**config.mk**
```make
export PLATFORM = sky130hd
export DESIGN_NAME = toy_rename_recover_ctrl
export DESIGN_NICKNAME = d
export VERILOG_FILES = /design/src/rtl/toy_pack.sv /design/src/rtl/toy_rename_recover_beat_mux.sv /design/src/rtl/toy_rename_recover_ctrl.sv
export SDC_FILE = /design/constraint.sdc
export NUM_CORES = 1
export LEC_CHECK = 0
export CORE_AREA = 2 2 114 116
export CTS_BUF_LIST = sky130_fd_sc_hd__clkbuf_8
export DETAILED_ROUTE_END_ITERATION = 10
export DIE_AREA = 0 0 116 118
export GPL_TIMING_DRIVEN = 0
export SYNTH_ARGS = -nofsm -noshare
export SYNTH_HDL_FRONTEND = slang
export SYNTH_SLANG_ARGS = --single-unit
```
**constraint.sdc**
```tcl
create_clock -name clk -period 1.2 [get_ports clk]
set_clock_uncertainty 0.1 [all_clocks]
set_input_delay 0.12 -clock clk [delete_from_list [all_inputs] [get_ports clk]]
set_output_delay 0.12 -clock clk [all_outputs]
set_load 0.005 [all_outputs]
```
**src/rtl/toy_pack.sv**
```systemverilog
// Shared rename-recovery types and machine-wide sizes.
package toy_pack;

    localparam int ARCH_ENTRY_NUM   = 32;
    localparam int PHY_REG_NUM      = 128;
    localparam int PHY_REG_ID_WIDTH = $clog2(PHY_REG_NUM);
    localparam int ARCH_ID_WIDTH    = $clog2(ARCH_ENTRY_NUM);

    typedef enum logic [1:0] {
        IDLE    = 2'd0,
        DRAIN   = 2'd1,
        RESTORE = 2'd2,
        DONE    = 2'd3
    } recover_state_e;

    typedef enum logic {
        REG_CLASS_INT = 1'b0,
        REG_CLASS_FP  = 1'b1
    } reg_class_e;

    // Beat counter width, never narrower than one bit.
    function automatic int beat_cnt_width(input int beats);
        return (beats > 1) ? $clog2(beats) : 1;
    endfunction

endpackage

```
**src/rtl/toy_rename_recover_beat_mux.sv**
```systemverilog
// Selects one restore beat worth of phy ids from the committed backup map.
module toy_rename_recover_beat_mux
    import toy_pack::*;
#(
    parameter int RESTORE_WIDTH = 8,
    parameter int BEAT_W        = 2
) (
    input  logic [ARCH_ENTRY_NUM-1:0][PHY_REG_ID_WIDTH-1:0] i_v_reg_backup_phy_id,
    input  logic [BEAT_W-1:0]                               i_beat_cnt,
    output logic [ARCH_ID_WIDTH-1:0]                        o_arch_base,
    output logic [RESTORE_WIDTH-1:0][PHY_REG_ID_WIDTH-1:0]  o_phy_id
);

    logic [ARCH_ID_WIDTH-1:0] w_idx;

    // Base of the beat and the RESTORE_WIDTH consecutive entries from there.
    always_comb begin
        // NOTE: every signal driven here gets a default first so no path leaves it unassigned (no latch).
        o_phy_id    = '0;
        w_idx       = '0;
        o_arch_base = ARCH_ID_WIDTH'(int'(i_beat_cnt) * RESTORE_WIDTH);
        for (int k = 0; k < RESTORE_WIDTH; k++) begin
            w_idx       = o_arch_base + ARCH_ID_WIDTH'(k);
            o_phy_id[k] = i_v_reg_backup_phy_id[w_idx];
        end
    end

endmodule

```
**src/rtl/toy_rename_recover_ctrl.sv**
```systemverilog
// Rename-map recovery controller: after a flush, waits for older commits to
// drain, then streams the committed arch-to-phy map back to rename in beats.
// Optional feature: define TOY_RECOVER_PERF_CNT_EN to add saturating
// perf_flush_cnt / perf_stall_cycles outputs.
module toy_rename_recover_ctrl
    import toy_pack::*;
#(
    parameter int MODE          = 0,
    parameter int RESTORE_WIDTH = 8
) (
    input  logic                                           clk,
    input  logic                                           rst_n,
    input  logic                                           flush_req,
    input  logic                                           commit_inflight,
    input  logic [ARCH_ENTRY_NUM-1:0][PHY_REG_ID_WIDTH-1:0] v_reg_backup_phy_id,
    output logic                                           rename_stall,
    output logic                                           restore_en,
    output logic [ARCH_ID_WIDTH-1:0]                       restore_arch_base,
    output logic [RESTORE_WIDTH-1:0][PHY_REG_ID_WIDTH-1:0] restore_phy_id,
    output logic                                           recover_done
`ifdef TOY_RECOVER_PERF_CNT_EN
    ,
    output logic [31:0]                                    perf_flush_cnt,
    output logic [31:0]                                    perf_stall_cycles
`endif
);

    localparam int BEAT_NUM = ARCH_ENTRY_NUM / RESTORE_WIDTH;
    localparam int BEAT_W   = beat_cnt_width(BEAT_NUM);
    localparam logic [BEAT_W-1:0] LAST_BEAT = BEAT_W'(BEAT_NUM - 1);

    // Register class tag; INT and FP instances share the same datapath.
    localparam reg_class_e unused_reg_class = (MODE != 0) ? REG_CLASS_FP : REG_CLASS_INT;

    recover_state_e    r_state;
    logic [BEAT_W-1:0] r_beat_cnt;
    logic              r_rename_stall;
    logic              r_restore_en;
    logic              r_recover_done;

    logic [ARCH_ID_WIDTH-1:0]                       w_arch_base;
    logic [RESTORE_WIDTH-1:0][PHY_REG_ID_WIDTH-1:0] w_phy_id;

    // Recovery FSM with registered stall / beat-valid / done outputs.
    always_ff @(posedge clk or negedge rst_n) begin
        if (!rst_n) begin
            r_state        <= IDLE;
            r_beat_cnt     <= '0;
            r_rename_stall <= 1'b0;
            r_restore_en   <= 1'b0;
            r_recover_done <= 1'b0;
        end else begin
            // NOTE: state is updated with non-blocking assignments so every branch sees pre-edge values.
            r_recover_done <= 1'b0;
            case (r_state)
                IDLE: begin
                    r_restore_en <= 1'b0;
                    if (flush_req) begin
                        r_state        <= DRAIN;
                        r_rename_stall <= 1'b1;
                    end
                end
                DRAIN: begin
                    // Further flushes here are absorbed: we are already waiting.
                    if (!commit_inflight) begin
                        r_state      <= RESTORE;
                        r_beat_cnt   <= '0;
                        r_restore_en <= 1'b1;
                    end
                end
                RESTORE: begin
                    // commit_inflight is not looked at: no commits follow a flush.
                    if (flush_req) begin
                        r_state      <= DRAIN;
                        r_beat_cnt   <= '0;
                        r_restore_en <= 1'b0;
                    end else if (r_beat_cnt == LAST_BEAT) begin
                        r_state        <= DONE;
                        r_beat_cnt     <= '0;
                        r_restore_en   <= 1'b0;
                        r_recover_done <= 1'b1;
                    end else begin
                        r_beat_cnt <= r_beat_cnt + 1'b1;
                    end
                end
                DONE: begin
                    if (flush_req) begin
                        r_state <= DRAIN;
                    end else begin
                        r_state        <= IDLE;
                        r_rename_stall <= 1'b0;
                    end
                end
                default: begin
                    r_state        <= IDLE;
                    r_beat_cnt     <= '0;
                    r_rename_stall <= 1'b0;
                    r_restore_en   <= 1'b0;
                end
            endcase
        end
    end

    toy_rename_recover_beat_mux #(
        .RESTORE_WIDTH (RESTORE_WIDTH),
        .BEAT_W        (BEAT_W)
    ) u_beat_mux (
        .i_v_reg_backup_phy_id (v_reg_backup_phy_id),
        .i_beat_cnt            (r_beat_cnt),
        .o_arch_base           (w_arch_base),
        .o_phy_id              (w_phy_id)
    );

    assign rename_stall      = r_rename_stall;
    assign restore_en        = r_restore_en;
    assign restore_arch_base = r_restore_en ? w_arch_base : '0;
    assign restore_phy_id    = r_restore_en ? w_phy_id : '0;
    // A flush landing on the DONE cycle restarts recovery, so the pulse is withheld.
    assign recover_done      = r_recover_done & ~flush_req;

`ifdef TOY_RECOVER_PERF_CNT_EN
    logic [31:0] r_perf_flush_cnt;
    logic [31:0] r_perf_stall_cycles;

    // Saturating flush-entry and stalled-cycle counters.
    always_ff @(posedge clk or negedge rst_n) begin
        if (!rst_n) begin
            r_perf_flush_cnt    <= '0;
            r_perf_stall_cycles <= '0;
        end else begin
            if (r_state == IDLE && flush_req && r_perf_flush_cnt != '1)
                r_perf_flush_cnt <= r_perf_flush_cnt + 32'd1;
            if (r_rename_stall && r_perf_stall_cycles != '1)
                r_perf_stall_cycles <= r_perf_stall_cycles + 32'd1;
        end
    end

    assign perf_flush_cnt    = r_perf_flush_cnt;
    assign perf_stall_cycles = r_perf_stall_cycles;
`endif

endmodule

```
==> metrics.yaml <==
clock_tree:
  cts_hold_buffers: 0
  cts-root-buf: "clkbuf_8"
  cts_tree: "done"
  clk_pin_slew_ns: 0.04
  cts_buffers: 3
  htreeDepth: 1
  clock-sinks: 7
  clock_latency_ns: 0.23
  clock_path_buffers: 2
routing:
  totalWireLength_um: 12810
  drt-initial-drc-count: 82
  vias: 3270
  drc_errors: 0
  viasPerCell: 4.413
  first_pass_iters: 4
  ant_nets: 0
  wl_per_cell_um: 17.29
sta:
  hold_viol: 0
  timing.final.ws_setup_ns: -0.6568
  setup_viol: 60
  fin_crit_ns: 1.857
  rsz0062_at_grt: "true"
  finalMaxSlewViolations: 0
  period_share_pct: 154.7
  fmax_mhz: 538.6
  timing.hold.ws_ns: 0.05790
critical_path:
  critical_path_class: "reg -> out"
  path_max_fanout: 6
  critPathArrivalTime_ns: 1.64
  critPathLaunchType: "flop"
  critPathCaptureType: "output pin"
  required_ns: 0.98
finish:
  diodes: 0
  seqCellArea_um2: 178.9
  final_common_cell: "clkdlybuf4s50_1"
  fin_util_pct: 49.59
  fillCellCount: 1208
  layout_common_cells: "226 x clkdlybuf4s50_1, 74 x mux2i_1, 55 x buf_2, 41 x o22ai_2"
  syn_to_final_growth_pct: 196.6
  multiInputGateArea_um2: 2195
  fin_nets: 799
  drive_above_1_share_pct: 38.49
logic_synthesis:
  ys_ff_latch: 7
  synth.avg_cell_area_um2: 8.833
  syn_area_um2: 2076
  ys_seq_area_share_pct: 8.439
  synthCells: 235
  synth_warnings: 0
  synth.distinct_cells: 22
floorplanning:
  start_util_pct: 16.72
  core_um2: 12410
  io_pins: 292
  die_area_um2: 13690
  die_x_um: 116
  dieHeight_um: 118
  rows: 41
pwr:
  power_density_nw_per_um2: 1338
  power.leakage_nw: 2.430
  ir_drop_mv: 0.5176
global_routing:
  overflow: 0
  antenna_found_initial: 0
  grt_pass1_wl_um: 18350
  grt_use_total_pct: 17.08
  first_global_vias: 3517
  grt_max_degree: 11
job:
  cap_violations: 0
placement:
  dp_slack_ns: -0.7671
  hpwl_um: 9903
  place_congestion: 0.8111
  portBuffers: 288
hold_path:
  hold_path_class: "in -> async"
status:
  status: "finished with violations"
  violations: "setup timing"
## path summary, 6_finish.rpt
| check | startpoint | endpoint | slack [ns] | cells after the start |
|---|---|---|---|---|
| hold / removal | rst_n | rename_stall | 0.06 | 1 |
| min in group clk | flush_req | r_state[0] | 0.29 | 3 |
| setup / recovery | r_beat_cnt[1] | restore_phy_id[1] | -0.66 | 7 |
| setup reg to reg | r_beat_cnt[1] | r_beat_cnt[1] | -0.40 | 8 |
| max in group asynchronous | rst_n | r_state[1] | 0.66 | 1 |
| hold reg to reg | rename_stall | rename_stall | 0.42 | 2 |
## critical path, cell delays in order (launching register included)
cell     delay (ns)
dfrtp_1        0.38
buf_6          0.15
buf_12         0.14
buf_12         0.14
buf_12         0.13
mux2i_4        0.18
o22ai_1        0.15
buf_2          0.13
## synthesized netlist by cell type
cell type,instances,area (um^2)
buf_12,6,120.1
nor2b_1,2,12.51
nor2_1,3,11.26
clkbuf_1,6,22.52
dfrtp_1,7,175.2
a21oi_1,3,15.01
a31oi_1,1,6.260
o22ai_1,57,356.6
clkbuf_4,5,37.54
buf_6,1,11.26
inv_1,2,7.510
ha_1,1,12.51
and2_1,3,18.77
nand2_1,3,11.26
conb_1,1,3.750
buf_4,5,37.54
o21ai_1,1,5.000
mux2i_1,112,1121
o21ai_0,5,25.02
a32o_1,1,10.01
nand2b_1,4,25.02
buf_2,6,30.03
## through the flow
| step | total power, mW | instances | setup TNS [ns] | instance area, um^2 |
|---|---|---|---|---|
| global placement | 6.569 | 697 | -40.15 | 5470 |
| CTS | 8.126 | 739 | -33.63 | 6065 |
| detailed placement | 6.606 | 697 | -40.12 | 5470 |
| finish | 8.237 | 741 | -32.44 | 6156 |
| floorplan | 3.853 | 237 | -2.181 | 2372 |
| global route | 8.708 | 741 | -35.80 | 6156 |
## power by group
| part | total [mW] | internal, mW | switching [mW] |
|---|---|---|---|
| clock | 0.332 | 0.222 | 0.110 |
| sequential | 0.461 | 0.331 | 0.130 |
| combinational | 7.44 | 4.53 | 2.92 |
| total | 8.24 | 5.08 | 3.16 |
## layer usage
layer / vias to the layer above / routed length, um / track usage, %
li1: 1590 / - / -
met1: 1493 / 4788 / 17.86
met2: 176 / 6752 / 33.92
met3: 11 / 1139 / 3.913
met4: 0 / 129 / 3.199
met5: - / 0 / 0
## what timing repair did
item,4_1_cts,5_1_grt
cloned,7,2
pin swaps,5,4
resized for setup,305,43
endpoints found under the setup margin,63,62
buffers inserted,32,6
## sequential cells by signal, indices dropped and copies added (netlist names)
name / cells
r_state: 2
rename_stall: 1
r_beat_cnt: 2
restore_en: 1
r_recover_done: 1
## area by class of cell
cell class / count / area share, %
plain buffers: 27 / 6.565
clock buffers: 3 / 0.6707
clock inverters: 1 / 0.06098
inverters: 2 / 0.1626
multi-input cells: 199 / 35.65
flip-flops and latches: 7 / 2.907
well taps: 172 / 3.496
repair buffers: 330 / 50.49
## logic make-up after synthesis
family                     synth area share [%]
AOI/OAI and AO/OA                         20.13
adders and majority gates                0.6027
buffers and inverters                     12.84
DFF                                       8.439
muxes                                     54.01
other                                    0.1807
and+or+nand+nor                           3.797
Power figures use the tool's default switching activity.
==> RTL change (config.mk and constraints unchanged) <==
Encoding of `recover_state_e`: now one-hot (4 bits for 4 states).
--- a/src/rtl/toy_pack.sv
+++ b/src/rtl/toy_pack.sv
@@ -6,11 +6,11 @@
     localparam int PHY_REG_ID_WIDTH = $clog2(PHY_REG_NUM);
     localparam int ARCH_ID_WIDTH    = $clog2(ARCH_ENTRY_NUM);
 
-    typedef enum logic [1:0] {
-        IDLE    = 2'd0,
-        DRAIN   = 2'd1,
-        RESTORE = 2'd2,
-        DONE    = 2'd3
+    typedef enum logic [3:0] {
+        IDLE    = 4'b0001,
+        DRAIN   = 4'b0010,
+        RESTORE = 4'b0100,
+        DONE    = 4'b1000
     } recover_state_e;
 
     typedef enum logic {
Behaviour: no difference found for any inputs over 4 cycles, from zero or initial values and one cycle with rst_n low; so few cycles prove little.
==> RTL change against the unedited design <==
- the run still ends with negative setup slack left
- first-iteration DRC count up 1.2%
- critical path depth unchanged
- sequential cell count up 2
- area after synthesis grew 9.3%
- critical path type unchanged
- critical endpoint is now restore_phy_id[18]
- sequential share of layout area increased by 0.88 points
- highest routed layer unchanged
- worst setup slack lost 0.21 ns
- wire length rose by 5.2%
- final area is 0.75% lower
- via count shrank 6.9%
- non-clock buffer count down 10
Power is not compared: it rests on default switching activity, and its combinational part moved more than twofold at a synthesized area within 25%.
==> RTL change: results (changes against the unedited design) <==
GRT
  – Vias in the first global route: 3,212 (was 3,517)
  – GR met1 Demand/Resource: 0.216 (was 0.179)
  – Met2 GRT Util: 0.343 (was 0.339)
  – Met3 Use GR: 0.0433 (was 0.0391)

Layout
  – Seq area share: 0.0379 (was 0.0291)
  – Biggest regs: r_state: 4 flops, r_beat_cnt: 2 flops (was r_beat_cnt: 2 flops, r_state: 2 flops)
  – Non-clock buffers, area share: 0.574 (was 0.571)
  – Clock network area share: 0.00737 (was 0.00732)
  – Final #Nets: 746 (was 799)
  – Filler cell count in the final layout: 1,157 (was 1,208)
  – Count of multi-input gates: 153 (was 199)
  – Fraction of area in multi-input gates: 0.343 (was 0.357)

Critical path
  – Reg2Reg Depth: 5 (was 8)
  – Crit path to: restore_phy_id[18] (was restore_phy_id[1])
  – Flop-to-flop setup slack: -0.67 ns (was -0.40 ns)
  – Arrival @ worst endpoint: 1.84 ns (was 1.64 ns)

Synth
  – Synth top area cells: mux4_2 (56%), and2_1 (17%), dfrtp_1 (8.8%) (was mux2i_1 (54%), o22ai_1 (17%), dfrtp_1 (8.4%))
  – Xor/xnor share of the synthesized area: 0.00772 (was 0)
  – Post-synthesis mux area share: 0.562 (was 0.540)
  – Compound-Gate Fraction of Synth Area: 0.0441 (was 0.201)
  – Synth cell count leaders: and2_1 (60), mux4_2 (56), clkbuf_1 (8), dfrtp_1 (8), buf_4 (7) (was mux2i_1 (112), o22ai_1 (57), dfrtp_1 (7))

Status
  – Status: complete, but fails checks (unchanged)
  – Failing checks: negative setup slack (unchanged)

Clocking
  – Post-CTS setup buffers: 24 (was 32)

Timing
  – # setup viols final: 67 (was 60)
  – Final setup margin: -0.862 ns (was -0.657 ns)

Placement
  – Routability cong.: 0.898 (was 0.811)
==> RTL change: cell count changes after synthesis, moves of 3 or more <==
cell / delta
buf_1: +4
mux2i_1: -112
o21ai_0: -3
clkbuf_4: -5
o22ai_1: -57
buf_2: -3
nand2b_1: -3
buf_12: -6
and2_1: +57
mux4_2: +56
==> RTL change: worst max-delay path: stages, from the launching register on <==
cell and delay, ns:
dfrtp_1 0.37, buf_8 0.13, buf_8 0.11, buf_12 0.11, buf_12 0.11, mux4_2 0.49, and2_1 0.16, buf_2 0.12
==> RTL change: stage by stage <==
step	TNS [ns]	setup WS [ns]	std cells	hold slack, ns	cell area (sq um)
final	-47.63	-0.862	688	0.0932	6110
after CTS	-49.22	-0.887	682	0.100	5950
after floorplan	-22.28	-0.538	189	-0.276	2370
after global routing	-51.71	-0.934	688	0.127	6110
after detailed placement	-61.57	-1.10	649	0.354	5460
after global placement	-60.85	-1.09	649	0.351	5460
